$ cat config.mk
export PLATFORM = sky130hd
export DESIGN_NAME = tft_bus_engine
export DESIGN_NICKNAME = d
export VERILOG_FILES = /design/src/rtl/tft_bus_engine.sv
export SDC_FILE = /design/constraint.sdc
export NUM_CORES = 1
export LEC_CHECK = 0
export CAP_MARGIN = 25
export CORE_AREA = 2 2 122 101
export CTS_BUF_LIST = sky130_fd_sc_hd__clkbuf_2
export CTS_CLUSTER_SIZE = 8
export DETAILED_ROUTE_END_ITERATION = 10
export DIE_AREA = 0 0 124 103
export PLACE_DENSITY_LB_ADDON = 0.12
export SLEW_MARGIN = 20
export SYNTH_ARGS = -nofsm -noshare
export SYNTH_HDL_FRONTEND = slang
export SYNTH_SLANG_ARGS = --single-unit
$ cat constraint.sdc
create_clock -name clk -period 2.25 [get_ports clk]
set_input_delay 0.3375 -clock clk [delete_from_list [all_inputs] [get_ports clk]]
set_output_delay 0.3375 -clock clk [all_outputs]
set_load 0.1 [all_outputs]
$ cat src/rtl/tft_bus_engine.sv
// tft_bus_engine: 8080-style panel bus engine with write FIFO, queued read and runtime setup/strobe/hold timing
module tft_bus_engine #(
    parameter int DATA_WIDTH   = 8,
    parameter int FIFO_DEPTH   = 8,
    parameter int TIMING_WIDTH = 8
) (
    input  logic                          clk,
    input  logic                          rst,
    input  logic                          i_enable,
    input  logic [TIMING_WIDTH-1:0]       i_setup,
    input  logic [TIMING_WIDTH-1:0]       i_strobe,
    input  logic [TIMING_WIDTH-1:0]       i_hold,
    input  logic                          i_wr_stb,
    input  logic                          i_wr_rs,
    input  logic [DATA_WIDTH-1:0]         i_wr_data,
    output logic                          o_wr_full,
    output logic [$clog2(FIFO_DEPTH):0]   o_wr_count,
    output logic                          o_wr_overflow,
    input  logic                          i_rd_stb,
    input  logic                          i_rd_rs,
    output logic [DATA_WIDTH-1:0]         o_rd_data,
    output logic                          o_rd_valid,
    output logic                          o_rd_overflow,
    output logic                          o_busy,
    output logic                          o_cmd_finished,
    output logic                          o_cmd_mode,
    output logic                          o_write,
    output logic                          o_read,
    output logic [DATA_WIDTH-1:0]         o_data_out,
    input  logic [DATA_WIDTH-1:0]         i_data_in,
    output logic                          o_data_out_en
);
    localparam int AW = $clog2(FIFO_DEPTH);
    typedef enum logic [2:0] {IDLE, SETUP, STROBE, HOLD, FINISH} state_t;
    state_t state, state_n;
    logic [TIMING_WIDTH-1:0] cnt, cnt_n, strobe_l, hold_l, strobe_eff;
    logic [DATA_WIDTH:0] mem [FIFO_DEPTH];
    logic [AW-1:0] wp, rp;
    logic [AW:0] count;
    logic rd_pend, rd_rs, is_rd, is_rd_n, start, start_wr, start_rd, push, last, rd_drop;
    assign o_wr_full  = count == (AW+1)'(FIFO_DEPTH);
    assign o_wr_count = count;
    assign o_busy     = state != IDLE || count != 0 || rd_pend;
    assign push       = i_wr_stb && !o_wr_full;
    assign strobe_eff = i_strobe == 0 ? TIMING_WIDTH'(1) : i_strobe;
    assign last       = cnt == TIMING_WIDTH'(1);
    assign rd_drop    = i_rd_stb && rd_pend && !start_rd;
    always_comb begin
        start    = state == IDLE && i_enable && (count != 0 || rd_pend);
        start_wr = start && count != 0;
        start_rd = start && count == 0;
        is_rd_n  = start ? start_rd : is_rd;
        state_n  = state;
        cnt_n    = cnt;
        case (state)
            IDLE: if (start) begin
                state_n = i_setup != 0 ? SETUP : STROBE;
                cnt_n   = i_setup != 0 ? i_setup : strobe_eff;
            end
            SETUP: begin
                state_n = last ? STROBE : SETUP;
                cnt_n   = last ? strobe_l : cnt - 1'b1;
            end
            STROBE: begin
                state_n = !last ? STROBE : hold_l != 0 ? HOLD : FINISH;
                cnt_n   = last ? hold_l : cnt - 1'b1;
            end
            HOLD: begin
                state_n = last ? FINISH : HOLD;
                cnt_n   = cnt - 1'b1;
            end
            default: state_n = IDLE;
        endcase
    end
    always_ff @(posedge clk)
        if (push) mem[wp] <= {i_wr_rs, i_wr_data};
    always_ff @(posedge clk) begin
        if (rst) begin
            state          <= IDLE;
            cnt            <= '0;
            strobe_l       <= '0;
            hold_l         <= '0;
            wp             <= '0;
            rp             <= '0;
            count          <= '0;
            rd_pend        <= 1'b0;
            rd_rs          <= 1'b0;
            is_rd          <= 1'b0;
            o_wr_overflow  <= 1'b0;
            o_rd_overflow  <= 1'b0;
            o_rd_data      <= '0;
            o_rd_valid     <= 1'b0;
            o_cmd_finished <= 1'b0;
            o_cmd_mode     <= 1'b0;
            o_write        <= 1'b0;
            o_read         <= 1'b0;
            o_data_out     <= '0;
            o_data_out_en  <= 1'b0;
        end else begin
            state          <= state_n;
            cnt            <= cnt_n;
            is_rd          <= is_rd_n;
            wp             <= push ? wp + 1'b1 : wp;
            rp             <= start_wr ? rp + 1'b1 : rp;
            count          <= count + (AW+1)'(push) - (AW+1)'(start_wr);
            o_wr_overflow  <= i_wr_stb && o_wr_full;
            o_rd_overflow  <= rd_drop;
            rd_pend        <= (i_rd_stb && !rd_drop) || (rd_pend && !start_rd);
            rd_rs          <= i_rd_stb && !rd_drop ? i_rd_rs : rd_rs;
            o_write        <= state_n == STROBE && !is_rd_n;
            o_read         <= state_n == STROBE && is_rd_n;
            o_cmd_finished <= state_n == FINISH;
            o_rd_valid     <= state_n == FINISH && is_rd_n;
            if (state == STROBE && last && is_rd) o_rd_data <= i_data_in;
            if (start) begin
                strobe_l      <= strobe_eff;
                hold_l        <= i_hold;
                o_cmd_mode    <= start_wr ? mem[rp][DATA_WIDTH] : rd_rs;
                o_data_out_en <= start_wr;
                o_data_out    <= start_wr ? mem[rp][DATA_WIDTH-1:0] : o_data_out;
            end else if (state == FINISH) begin
                o_data_out_en <= 1'b0;
            end
        end
    end
endmodule

==> results.rst <==
.. list-table::
   :header-rows: 1

   * - Metric
     - Value
   * - Run status
     - complete, but fails checks
   * - Failing checks
     - setup timing
   * - Initial antenna violation count
     - 0
   * - Die extent in y
     - 103 µm
   * - Fin util
     - 0.6147
   * - P per Cell Area
     - 1089 nW/µm²
   * - Number of enable-type register cells in the synthesized netlist
     - 72
   * - Aggregate negative setup slack
     - -0.4303 ns
   * - Number of remaining DRC errors
     - 0
   * - Routed vias
     - 4,105
   * - Port Buf Inserts
     - 76
   * - Warnings, synthesis
     - 0
   * - Final routed wirelength across all metal layers
     - 12.98 mm
   * - Post-CTS Hold Buffers
     - 0
   * - Worst setup SP type
     - flip-flop
   * - Final hold viol count
     - 0
   * - Buffer depth of the longest clock path
     - 2
   * - Post-layout minimum cycle time
     - 2.680 ns
   * - Portion of netlist area occupied by mux cells
     - 0.08791
   * - Sequential fraction of the synthesis area
     - 0.6078
   * - Fraction of final layout cells with drive strength greater than 1
     - 0.2662
   * - Sinks on Clock Net
     - 139
   * - Count of maximum capacitance violations
     - 0
   * - Standby leakage power
     - 2.601 nW
   * - Data arrival, critical path
     - 2.34 ns
   * - Area added between synthesis and finish
     - 24.90%
   * - Mapped cell area
     - 5764 µm²
   * - Headroom to the max-slew limit
     - 0.6248
   * - Source-to-sink clock delay at the later pin of the worst-skew pair
     - 0.68 ns
   * - First-pass GRT wire length
     - 20.19 mm
   * - Drt wl/cell
     - 17.24 µm
   * - Clock root buffer
     - sky130_fd_sc_hd__clkbuf_2
   * - Leading cell types by total area after synthesis
     - sky130_fd_sc_hd__edfxtp_1 (38%), sky130_fd_sc_hd__dfxtp_1 (23%), sky130_fd_sc_hd__mux4_2 (7.0%)
   * - Initial standard-cell utilization of the core
     - 0.4922
   * - Post-route fraction of the period consumed by the critical path
     - 1.191
   * - Crit path capture type
     - output pin
   * - Worst slack after detailed placement
     - -0.2876 ns
   * - Top-level port count
     - 77
   * - CTS tree
     - yes
   * - Maximum fanout along the worst path
     - 2
   * - Number of library cell types mapped by synthesis
     - 57
   * - Unrepaired setup endpoints after global routing
     - yes
   * - Most instantiated library cell after synthesis
     - sky130_fd_sc_hd__edfxtp_1
   * - Net count after synthesis
     - 533
   * - Top-area cell type share of the netlist area
     - 0.3751
   * - Smallest setup slack after layout
     - -0.4303 ns
   * - Die ar.
     - 12,770 µm²
   * - Routed via count divided by cell count
     - 5.452
   * - Final antenna diode count
     - 0
   * - Grt total ovfl
     - 0
   * - Finished layout cell area
     - 7199 µm²
   * - CTS buffer count
     - 17
   * - Yosys top cell by area
     - sky130_fd_sc_hd__edfxtp_1
   * - Commonest register cell after synthesis
     - sky130_fd_sc_hd__edfxtp_1
   * - Synth Area per Inst
     - 12.14 µm²
   * - Transition time of the tightest slew-check pin
     - 0.5576 ns
   * - Synthesized-area fraction occupied by and/or/nand/nor cells
     - 0.1328
   * - Final number of setup-violating endpoints
     - 1
   * - Cell Rows
     - 36
   * - H-tree Lvls
     - 4
   * - Arithmetic-cell share of the synthesized area counting full adders, half adders and majority gates
     - 0.02518
   * - Post-detailed-route count of antenna-violating nets
     - 0
   * - Max Freq
     - 373.1 MHz
   * - Iteration-0 DRC Markers
     - 346
   * - Share of flip-flops with an asynchronous set or reset
     - 0
   * - Final weighted congestion of routability-driven global placement
     - 0.9114
   * - Area of the core
     - 11,710 µm²
   * - Skew final
     - 0.03119 ns
   * - Path type of the worst setup path
     - flip-flop to output pin
   * - Final count of pins violating max slew
     - 0
   * - Worst Path Required
     - 1.91 ns
   * - Synthesized-area fraction occupied by xor and xnor cells
     - 0.01519
   * - Maximum number of pins on one net before global-route repair
     - 25
   * - Dpl hpwl
     - 9.314 mm
   * - Number of global-route vias before repair
     - 3,897
   * - Clock Pin Slew Worst Setup and Hold Paths
     - 0.20 ns
   * - Post-synthesis compound-gate area fraction
     - 0.1033
   * - Main combinational cell family by area after synthesis
     - simple AND/OR/NAND/NOR gates
   * - Overall Global Routing Usage
     - 0.2166
   * - Most numerous cell types in the synthesized netlist
     - sky130_fd_sc_hd__edfxtp_1 (72), sky130_fd_sc_hd__dfxtp_1 (67), sky130_fd_sc_hd__nand2_1 (64), sky130_fd_sc_hd__a21oi_1 (40), sky130_fd_sc_hd__nor2_1 (37)
   * - Area after DPL
     - 6887 µm²
   * - Post-layout net count
     - 646
   * - Synthesized instance count
     - 475
   * - Peak supply drop
     - 1137 µV
   * - Register bit count reported by yosys
     - 139
   * - Classification of the worst-slack hold path
     - input port to flip-flop
   * - Detailed Routing Iterations Pass 1
     - 4
   * - Die Width
     - 124 µm
==> power by group <==
| group | leakage, nW | switching, W | internal, W |
|---|---|---|---|
| Sequential | 1.20 | 0.000274 | 0.00299 |
| Clock | 0.141 | 0.000866 | 0.000398 |
| Combinational | 1.25 | 0.00201 | 0.00130 |
| Total | 2.60 | 0.00315 | 0.00469 |
==> through the flow <==
stage          total power, W  cells  hold slack (ns)
2_1_floorplan        0.005533    475           0.4357
3_3_place_gp         0.006424    716           0.4449
3_5_place_dp         0.006464    716           0.4487
4_1_cts              0.007829    752          0.02451
5_1_grt              0.008304    753         0.009091
6_report             0.007840    753           0.1072
==> logic make-up after synthesis <==
logic type / Yosys count
buffers and inverters: 38
AO/OA/AOI/OAI: 90
multiplexers: 28
adder cells (fa/ha/maj): 11
AND/OR/NAND/NOR: 159
XOR/XNOR: 10
flip-flops: 139
==> worst max-delay path, stage by stage (launching register included) <==
cell and delay, ns:
sky130_fd_sc_hd__dfxtp_4 0.39, sky130_fd_sc_hd__inv_4 0.06, sky130_fd_sc_hd__ha_4 0.12, sky130_fd_sc_hd__or4b_4 0.47
sky130_fd_sc_hd__or4_4 0.45, sky130_fd_sc_hd__buf_12 0.18
==> final timing paths <==
path | from | endpoint | slack (ns) | cells after the start
max | o_wr_count[2] | o_busy | -0.43 | 5
max reg2reg | state[1] | o_wr_count[1] | 0.14 | 8
min reg2reg | strobe_l[7] | strobe_l[7] | 0.47 | 2
min | rst | hold_l[4] | 0.11 | 2
==> sequential cells by signal, indices dropped and copies added, names as in the netlist, 3 cells and up, named ones only <==
register	flops
cnt	8
hold_l	8
mem	72
o_data_out	8
o_rd_data	8
o_wr_count	4
rp	3
state	3
strobe_l	8
wp	3
==> layout make-up <==
cell class	instances	area [µm²]
tap	152	190.2
timing repair buffer	119	1057
fill	943	4512
sequential	139	3521
clock buffer	19	95.09
multi-input combinational	298	2183
inverter	13	53.80
clock inverter	13	98.84
==> per-layer routing <==
metal / part of all wire / track usage
met1: 0.50 / 0.3197
met2: 0.41 / 0.3030
met3: 0.075 / 0.06969
met4: 0.012 / 0.07087
met5: 0 / 0
==> what timing repair did <==
item,CTS,global route
gates resized for setup,7,15
endpoints found under the setup margin,2,7
pin swaps,2,2
hold endpoints to repair,0,0
buffers inserted,4,1
==> cells in the final DEF (no fill, tap or decap), types with 9 or more instances in the layout <==
| cell | Yosys | layout |
|---|---|---|
| sky130_fd_sc_hd__nor2_1 | 37 | 36 |
| sky130_fd_sc_hd__a211oi_1 | 12 | 12 |
| sky130_fd_sc_hd__buf_4 | 1 | 68 |
| sky130_fd_sc_hd__dfxtp_1 | 67 | 61 |
| sky130_fd_sc_hd__clkdlybuf4s50_1 | 0 | 45 |
| sky130_fd_sc_hd__mux2i_1 | 9 | 9 |
| sky130_fd_sc_hd__nand2_1 | 64 | 63 |
| sky130_fd_sc_hd__inv_1 | 13 | 10 |
| sky130_fd_sc_hd__a21oi_1 | 40 | 39 |
| sky130_fd_sc_hd__edfxtp_1 | 72 | 72 |
| sky130_fd_sc_hd__clkbuf_2 | 0 | 19 |
| sky130_fd_sc_hd__mux4_2 | 18 | 18 |
| sky130_fd_sc_hd__nand3_1 | 13 | 13 |
Power figures use the tool's default switching activity.
